==> config.mk <==
export PLATFORM = sky130hd
export DESIGN_NAME = unidade_controle
export DESIGN_NICKNAME = d
export VERILOG_FILES = /design/src/rtl/proc_pkg.sv /design/src/rtl/dec3to8.sv /design/src/rtl/unidade_controle.sv
export SDC_FILE = /design/constraint.sdc
export NUM_CORES = 1
export LEC_CHECK = 0
export ABC_AREA = 1
export BUFFER_PORTS_ARGS = -buffer_cell sky130_fd_sc_hd__buf_4
export CAP_MARGIN = 20
export CORE_AREA = 2 2 39 41
export CTS_CLUSTER_DIAMETER = 200
export CTS_CLUSTER_SIZE = 24
export DETAILED_ROUTE_END_ITERATION = 7
export DIE_AREA = 0 0 41 43
export PLACE_DENSITY = 0.7
export SLEW_MARGIN = 30
export SYNTH_ARGS = -nofsm -noshare
export SYNTH_HDL_FRONTEND = slang
export SYNTH_HIERARCHICAL = 1
export SYNTH_SLANG_ARGS = --single-unit
==> constraint.sdc <==
create_clock -name Clock -period 1.45 [get_ports Clock]
set_input_delay 0.0725 -clock Clock [delete_from_list [all_inputs] [get_ports Clock]]
set_output_delay 0.0725 -clock Clock [all_outputs]
set_load 0.02 [all_outputs]
==> src/rtl/proc_pkg.sv <==
// Shared constants for the multicycle processor: opcodes, time steps,
// ALU operation codes and instruction-register field positions.
package proc_pkg;

  localparam logic [2:0] OP_MV  = 3'b000;
  localparam logic [2:0] OP_MVI = 3'b001;
  localparam logic [2:0] OP_ADD = 3'b010;
  localparam logic [2:0] OP_SUB = 3'b011;
  localparam logic [2:0] OP_AND = 3'b100;
  localparam logic [2:0] OP_OR  = 3'b101;

  localparam logic [1:0] T0 = 2'b00;
  localparam logic [1:0] T1 = 2'b01;
  localparam logic [1:0] T2 = 2'b10;
  localparam logic [1:0] T3 = 2'b11;

  localparam logic [1:0] ALU_ADD = 2'b00;
  localparam logic [1:0] ALU_SUB = 2'b01;
  localparam logic [1:0] ALU_AND = 2'b10;
  localparam logic [1:0] ALU_OR  = 2'b11;

  localparam int IR_OP_LSB = 6;
  localparam int IR_RX_LSB = 3;
  localparam int IR_RY_LSB = 0;

  function automatic logic [1:0] alu_of(input logic [2:0] op);
    case (op)
      OP_SUB:  alu_of = ALU_SUB;
      OP_AND:  alu_of = ALU_AND;
      OP_OR:   alu_of = ALU_OR;
      default: alu_of = ALU_ADD;
    endcase
  endfunction

endpackage

==> src/rtl/dec3to8.sv <==
// 3-to-8 one-hot decoder with enable; output is all zeros when disabled.
module dec3to8 (
  input  logic       en,
  input  logic [2:0] w,
  output logic [7:0] y
);

  always_comb begin
    y = '0;
    if (en) y[w] = 1'b1;
  end

endmodule

==> src/rtl/unidade_controle.sv <==
// Multicycle control unit: steps each instruction through T0..T3 and decodes
// the datapath strobes. Define CTRL_LOGIC_OPS_EN to enable and (100) / or (101).
module unidade_controle
  import proc_pkg::*;
#(
  parameter int NREG = 8,
  parameter int IW   = 9
) (
  input  logic            Clock,
  input  logic            Resetn,
  input  logic            Run,
  input  logic [IW-1:0]   IR,
  output logic            IRin,
  output logic [NREG-1:0] Rin,
  output logic [NREG-1:0] Rout,
  output logic            DINout,
  output logic            Gout,
  output logic            Ain,
  output logic            Gin,
  output logic [1:0]      AluOp,
  output logic            Done,
  output logic [1:0]      Tstep
);

  logic [1:0] tstep_q, tstep_d;
  logic [2:0] op, rx, ry, rout_sel;
  logic       is_alu, rin_en, rout_en;
  logic [7:0] rin_oh, rout_oh;

  assign op = IR[IR_OP_LSB +: 3];
  assign rx = IR[IR_RX_LSB +: 3];
  assign ry = IR[IR_RY_LSB +: 3];

`ifdef CTRL_LOGIC_OPS_EN
  assign is_alu = (op == OP_ADD) || (op == OP_SUB) || (op == OP_AND) || (op == OP_OR);
`else
  assign is_alu = (op == OP_ADD) || (op == OP_SUB);
`endif

  always_comb begin
    IRin     = 1'b0;
    rin_en   = 1'b0;
    rout_en  = 1'b0;
    rout_sel = ry;
    DINout   = 1'b0;
    Gout     = 1'b0;
    Ain      = 1'b0;
    Gin      = 1'b0;
    AluOp    = ALU_ADD;
    Done     = 1'b0;
    case (tstep_q)
      T0: IRin = Run & Resetn;  // gated so reset masks IRin even with Run high
      T1: begin
        if (is_alu) begin
          rout_en  = 1'b1;
          rout_sel = rx;
          Ain      = 1'b1;
        end else begin
          Done = 1'b1;
          case (op)
            OP_MV: begin
              rout_en = 1'b1;
              rin_en  = 1'b1;
            end
            OP_MVI: begin
              DINout = 1'b1;
              rin_en = 1'b1;
            end
            default: ;
          endcase
        end
      end
      T2: begin
        if (is_alu) begin
          rout_en = 1'b1;
          Gin     = 1'b1;
          AluOp   = alu_of(op);
        end else begin
          Done = 1'b1;  // only reachable if IR changes mid-instruction; recover to T0
        end
      end
      default: begin
        if (is_alu) begin
          Gout   = 1'b1;
          rin_en = 1'b1;
        end
        Done = 1'b1;
      end
    endcase
  end

  always_comb begin
    if (Done)              tstep_d = T0;
    else if (tstep_q == T0) tstep_d = Run ? T1 : T0;
    else                   tstep_d = tstep_q + 2'd1;
  end

  always_ff @(posedge Clock or negedge Resetn) begin
    if (!Resetn) tstep_q <= T0;
    else         tstep_q <= tstep_d;
  end

  dec3to8 u_dec_rin  (.en(rin_en),  .w(rx),       .y(rin_oh));
  dec3to8 u_dec_rout (.en(rout_en), .w(rout_sel), .y(rout_oh));

  assign Rin   = rin_oh[NREG-1:0];
  assign Rout  = rout_oh[NREG-1:0];
  assign Tstep = tstep_q;

endmodule

==> summary.md <==
| Metric | Value |
|---|---|
| Status | finished, violations left |
| Failing checks | setup timing |
| Antenna diodes | 0 |
| Area growth syn-to-layout | 166.0% |
| Wire length of the first global-routing pass | 2.442 mm |
| Placement Cell Area | 904.6 um^2 |
| Pins over their slew limit | 0 |
| Met3 wire length | 70 um |
| DRC violation count after routing | 0 |
| Total of warnings raised by yosys | 6 |
| Crit Path Max Fanout | 4 |
| Placeable core region | 1384 um^2 |
| Leakage Power | 0.5330 nW |
| Count of boundary I/O pins | 38 |
| Worst clock skew on the final layout | 0.002572 ns |
| Capturing element type of the critical path | output pin |
| Reg-to-reg slack, setup | 0.31 ns |
| Worst IR Drop VDD | 0.0009200 V |
| Fraction of layout cells with a size suffix above 1 | 0.7231 |
| Largest register FFs | 2 |
| Final Hold Vio Count | 0 |
| Time the final worst path needs with I/O delays and setup | 1.674 ns |
| Average wire length per cell after detail routing | 10.40 um |
| Final period utilization | 1.155 |
| Commonest cells after routing, fill and taps aside | sky130_fd_sc_hd__buf_4 (24), sky130_fd_sc_hd__nor2_4 (19), sky130_fd_sc_hd__nand2_1 (19) |
| Met2 Wirelength | 923 um |
| Number of global-route vias before repair | 598 |
| Post-detailed-placement half-perimeter wirelength | 1.116 mm |
| Synth Cell Area | 419.2 um^2 |
| Data required time at the worst endpoint | 1.38 ns |
| Total Die Area | 1763 um^2 |
| Largest buffer count on any clock path | 2 |
| Data arrival time of the worst path | 1.60 ns |
| Count of different cell masters after synthesis | 13 |
| Initial standard-cell utilization of the core | 0.3029 |
| Total Routing Usage GR | 0.2008 |
| Final weighted congestion in routability-driven placement | 0.6536 |
| Largest net degree at the start of global routing | 5 |
| TritonRoute pass-1 iters | 2 |
| Launching element type of the critical path | flop |
| CTS tree | done |
| Post-synthesis instance total | 85 |
| Post-Route WL | 1.519 mm |
| Worst Path Class, Setup | flop to output pin |
| Worst-case reg-to-reg path depth | 6 |
| Smallest setup slack after layout | -0.2245 ns |
| Total congestion overflow after global routing | 0 |
| Number of vias in the routed layout | 652 |
| Most common library cell in the layout ignoring fill and taps | sky130_fd_sc_hd__buf_4 |
| Reg2Reg Launch Point | Tstep[1]$_DFF_PN0_ |
| Final-report setup violation count | 19 |
| Sequential share of the synthesized area | 0.1194 |
| Tightest Hold Check Type | input pin to asynchronous set/reset pin |
| Reg2reg end | Tstep[0]$_DFF_PN0_ |
| Placement row count | 14 |
| Per-instance average area after synthesis | 4.931 um^2 |
| Final ANT Viol Nets | 0 |
| Max frequency | 597.2 MHz |
| Net count after synthesis | 101 |
| Drt via density | 4.466 |
| Maximum level of the CTS H-tree | 1 |
| Max-capacitance violation count | 0 |
| Initial antenna violation count | 0 |
| Final Util | 0.8056 |
| Clock buffer count from CTS | 3 |
| Post-synthesis sequential element count | 2 |
| Met1 layer wirelength in the final routing | 510 um |
| Power density over the cells | 833.7 nW/um^2 |
| CTS clk-pin slew, worst paths | 0.03 ns |
| Initial detailed-routing violation count | 7 |
| Net count of the finished layout | 148 |
| Sink count of the clock tree | 2 |
| Max Used Layer | met4 |
| Setup repair after global routing missed its margin | yes |
| Horizontal die dimension | 41 um |
| Finished layout cell area | 1115 um^2 |
| Die Y | 43 um |
| IO Port Bufs | 36 |
| Worst-Skew Late Latency | 0.22 ns |
| Root buf cell | sky130_fd_sc_hd__clkbuf_4 |
power breakdown:
| part | total [mW] | internal (mW) | switching [mW] | leakage [nW] |
|---|---|---|---|---|
| clock | 0.121 | 0.0911 | 0.0303 | 0.0138 |
| combinational | 0.704 | 0.282 | 0.422 | 0.496 |
| sequential | 0.104 | 0.0769 | 0.0271 | 0.0235 |
layer usage:
metal | up-vias | GRT usage
met5 | - | 0
li1 | 337 | -
met1 | 291 | 0.2122
met3 | 2 | 0.03141
met2 | 22 | 0.3625
met4 | 0 | 0.08000
layout make-up:
type                       count  area [um^2]
fill                         101        269.0
inverter                      18        72.57
timing repair buffer          43        392.9
sequential                     2        52.55
multi-input combinational     64        554.3
clock buffer                   3        22.52
tap                           16        20.02
through the flow:
| stage | std cells | setup TNS (ns) | hold slack, ns | total power [mW] | worst slack (ns) |
|---|---|---|---|---|---|
| after floorplan | 85 | -0.001904 | -0.2231 | 0.4838 | -0.0002380 |
| after global placement | 140 | -0.1314 | -0.1382 | 0.6687 | -0.01593 |
| after detailed placement | 140 | -0.4119 | -0.1374 | 0.6743 | -0.05281 |
| after CTS | 145 | -3.249 | 0.1696 | 0.8866 | -0.2125 |
| after global routing | 146 | -4.716 | 0.1821 | 1.000 | -0.2962 |
| final | 146 | -3.413 | 0.1780 | 0.9294 | -0.2245 |
cells by family (layout without fill, tap and decap cells):
kind of cell	Yosys count	in the layout	synth area share
compound gates	4	4	0.04776
fa+ha+maj	4	4	0.1194
buf+inv	19	64	0.1791
flops	2	2	0.1194
other cells	1	1	0.008947
simple gates	55	55	0.5254
how the worst max path moves through the flow:
stage	startpoint	to	slack (ns)
global route	Tstep[0]$_DFF_PN0_	Rout[2]	-0.30
global placement	Tstep[1]$_DFF_PN0_	Rout[0]	-0.02
CTS	Tstep[1]$_DFF_PN0_	Rout[5]	-0.21
floorplan	Tstep[1]$_DFF_PN0_	Rout[0]	-0.0002
finish	Tstep[1]$_DFF_PN0_	Rout[2]	-0.22
detailed placement	Tstep[1]$_DFF_PN0_	Rout[1]	-0.05
cells in the mapped netlist:
| master | count | area, um^2 |
|---|---|---|
| sky130_fd_sc_hd__nor3_1 | 1 | 5.000 |
| sky130_fd_sc_hd__a21oi_1 | 2 | 10.01 |
| sky130_fd_sc_hd__ha_1 | 4 | 50.05 |
| sky130_fd_sc_hd__o21ai_0 | 2 | 10.01 |
| sky130_fd_sc_hd__nand3_1 | 2 | 10.01 |
| sky130_fd_sc_hd__nor2_1 | 20 | 75.07 |
| sky130_fd_sc_hd__nor2_2 | 1 | 6.260 |
| sky130_fd_sc_hd__nand2_1 | 30 | 112.6 |
| sky130_fd_sc_hd__inv_1 | 18 | 67.56 |
| sky130_fd_sc_hd__nor2_4 | 1 | 11.26 |
| sky130_fd_sc_hd__conb_1 | 1 | 3.750 |
| sky130_fd_sc_hd__dfrtp_1 | 2 | 50.05 |
| sky130_fd_sc_hd__buf_4 | 1 | 7.510 |
worst max-delay path: stages, from the launching register on:
cell	delay (ns)
sky130_fd_sc_hd__dfrtp_2	0.37
sky130_fd_sc_hd__inv_4	0.04
sky130_fd_sc_hd__buf_4	0.13
sky130_fd_sc_hd__ha_4	0.26
sky130_fd_sc_hd__inv_2	0.04
sky130_fd_sc_hd__a21oi_4	0.17
sky130_fd_sc_hd__nand2_4	0.12
sky130_fd_sc_hd__nor2_4	0.12
sky130_fd_sc_hd__buf_6	0.12
what timing repair did:
action | 4_1_cts | 5_1_grt
gates cloned | 0 | 0
gates resized for setup | 38 | 8
hold buffers | 1 | 0
buffers inserted | 1 | 1
endpoints found under the hold margin | 2 | 0
pin swaps | 8 | 3
setup endpoints to repair | 19 | 21
(Power assumes the default switching activity.)
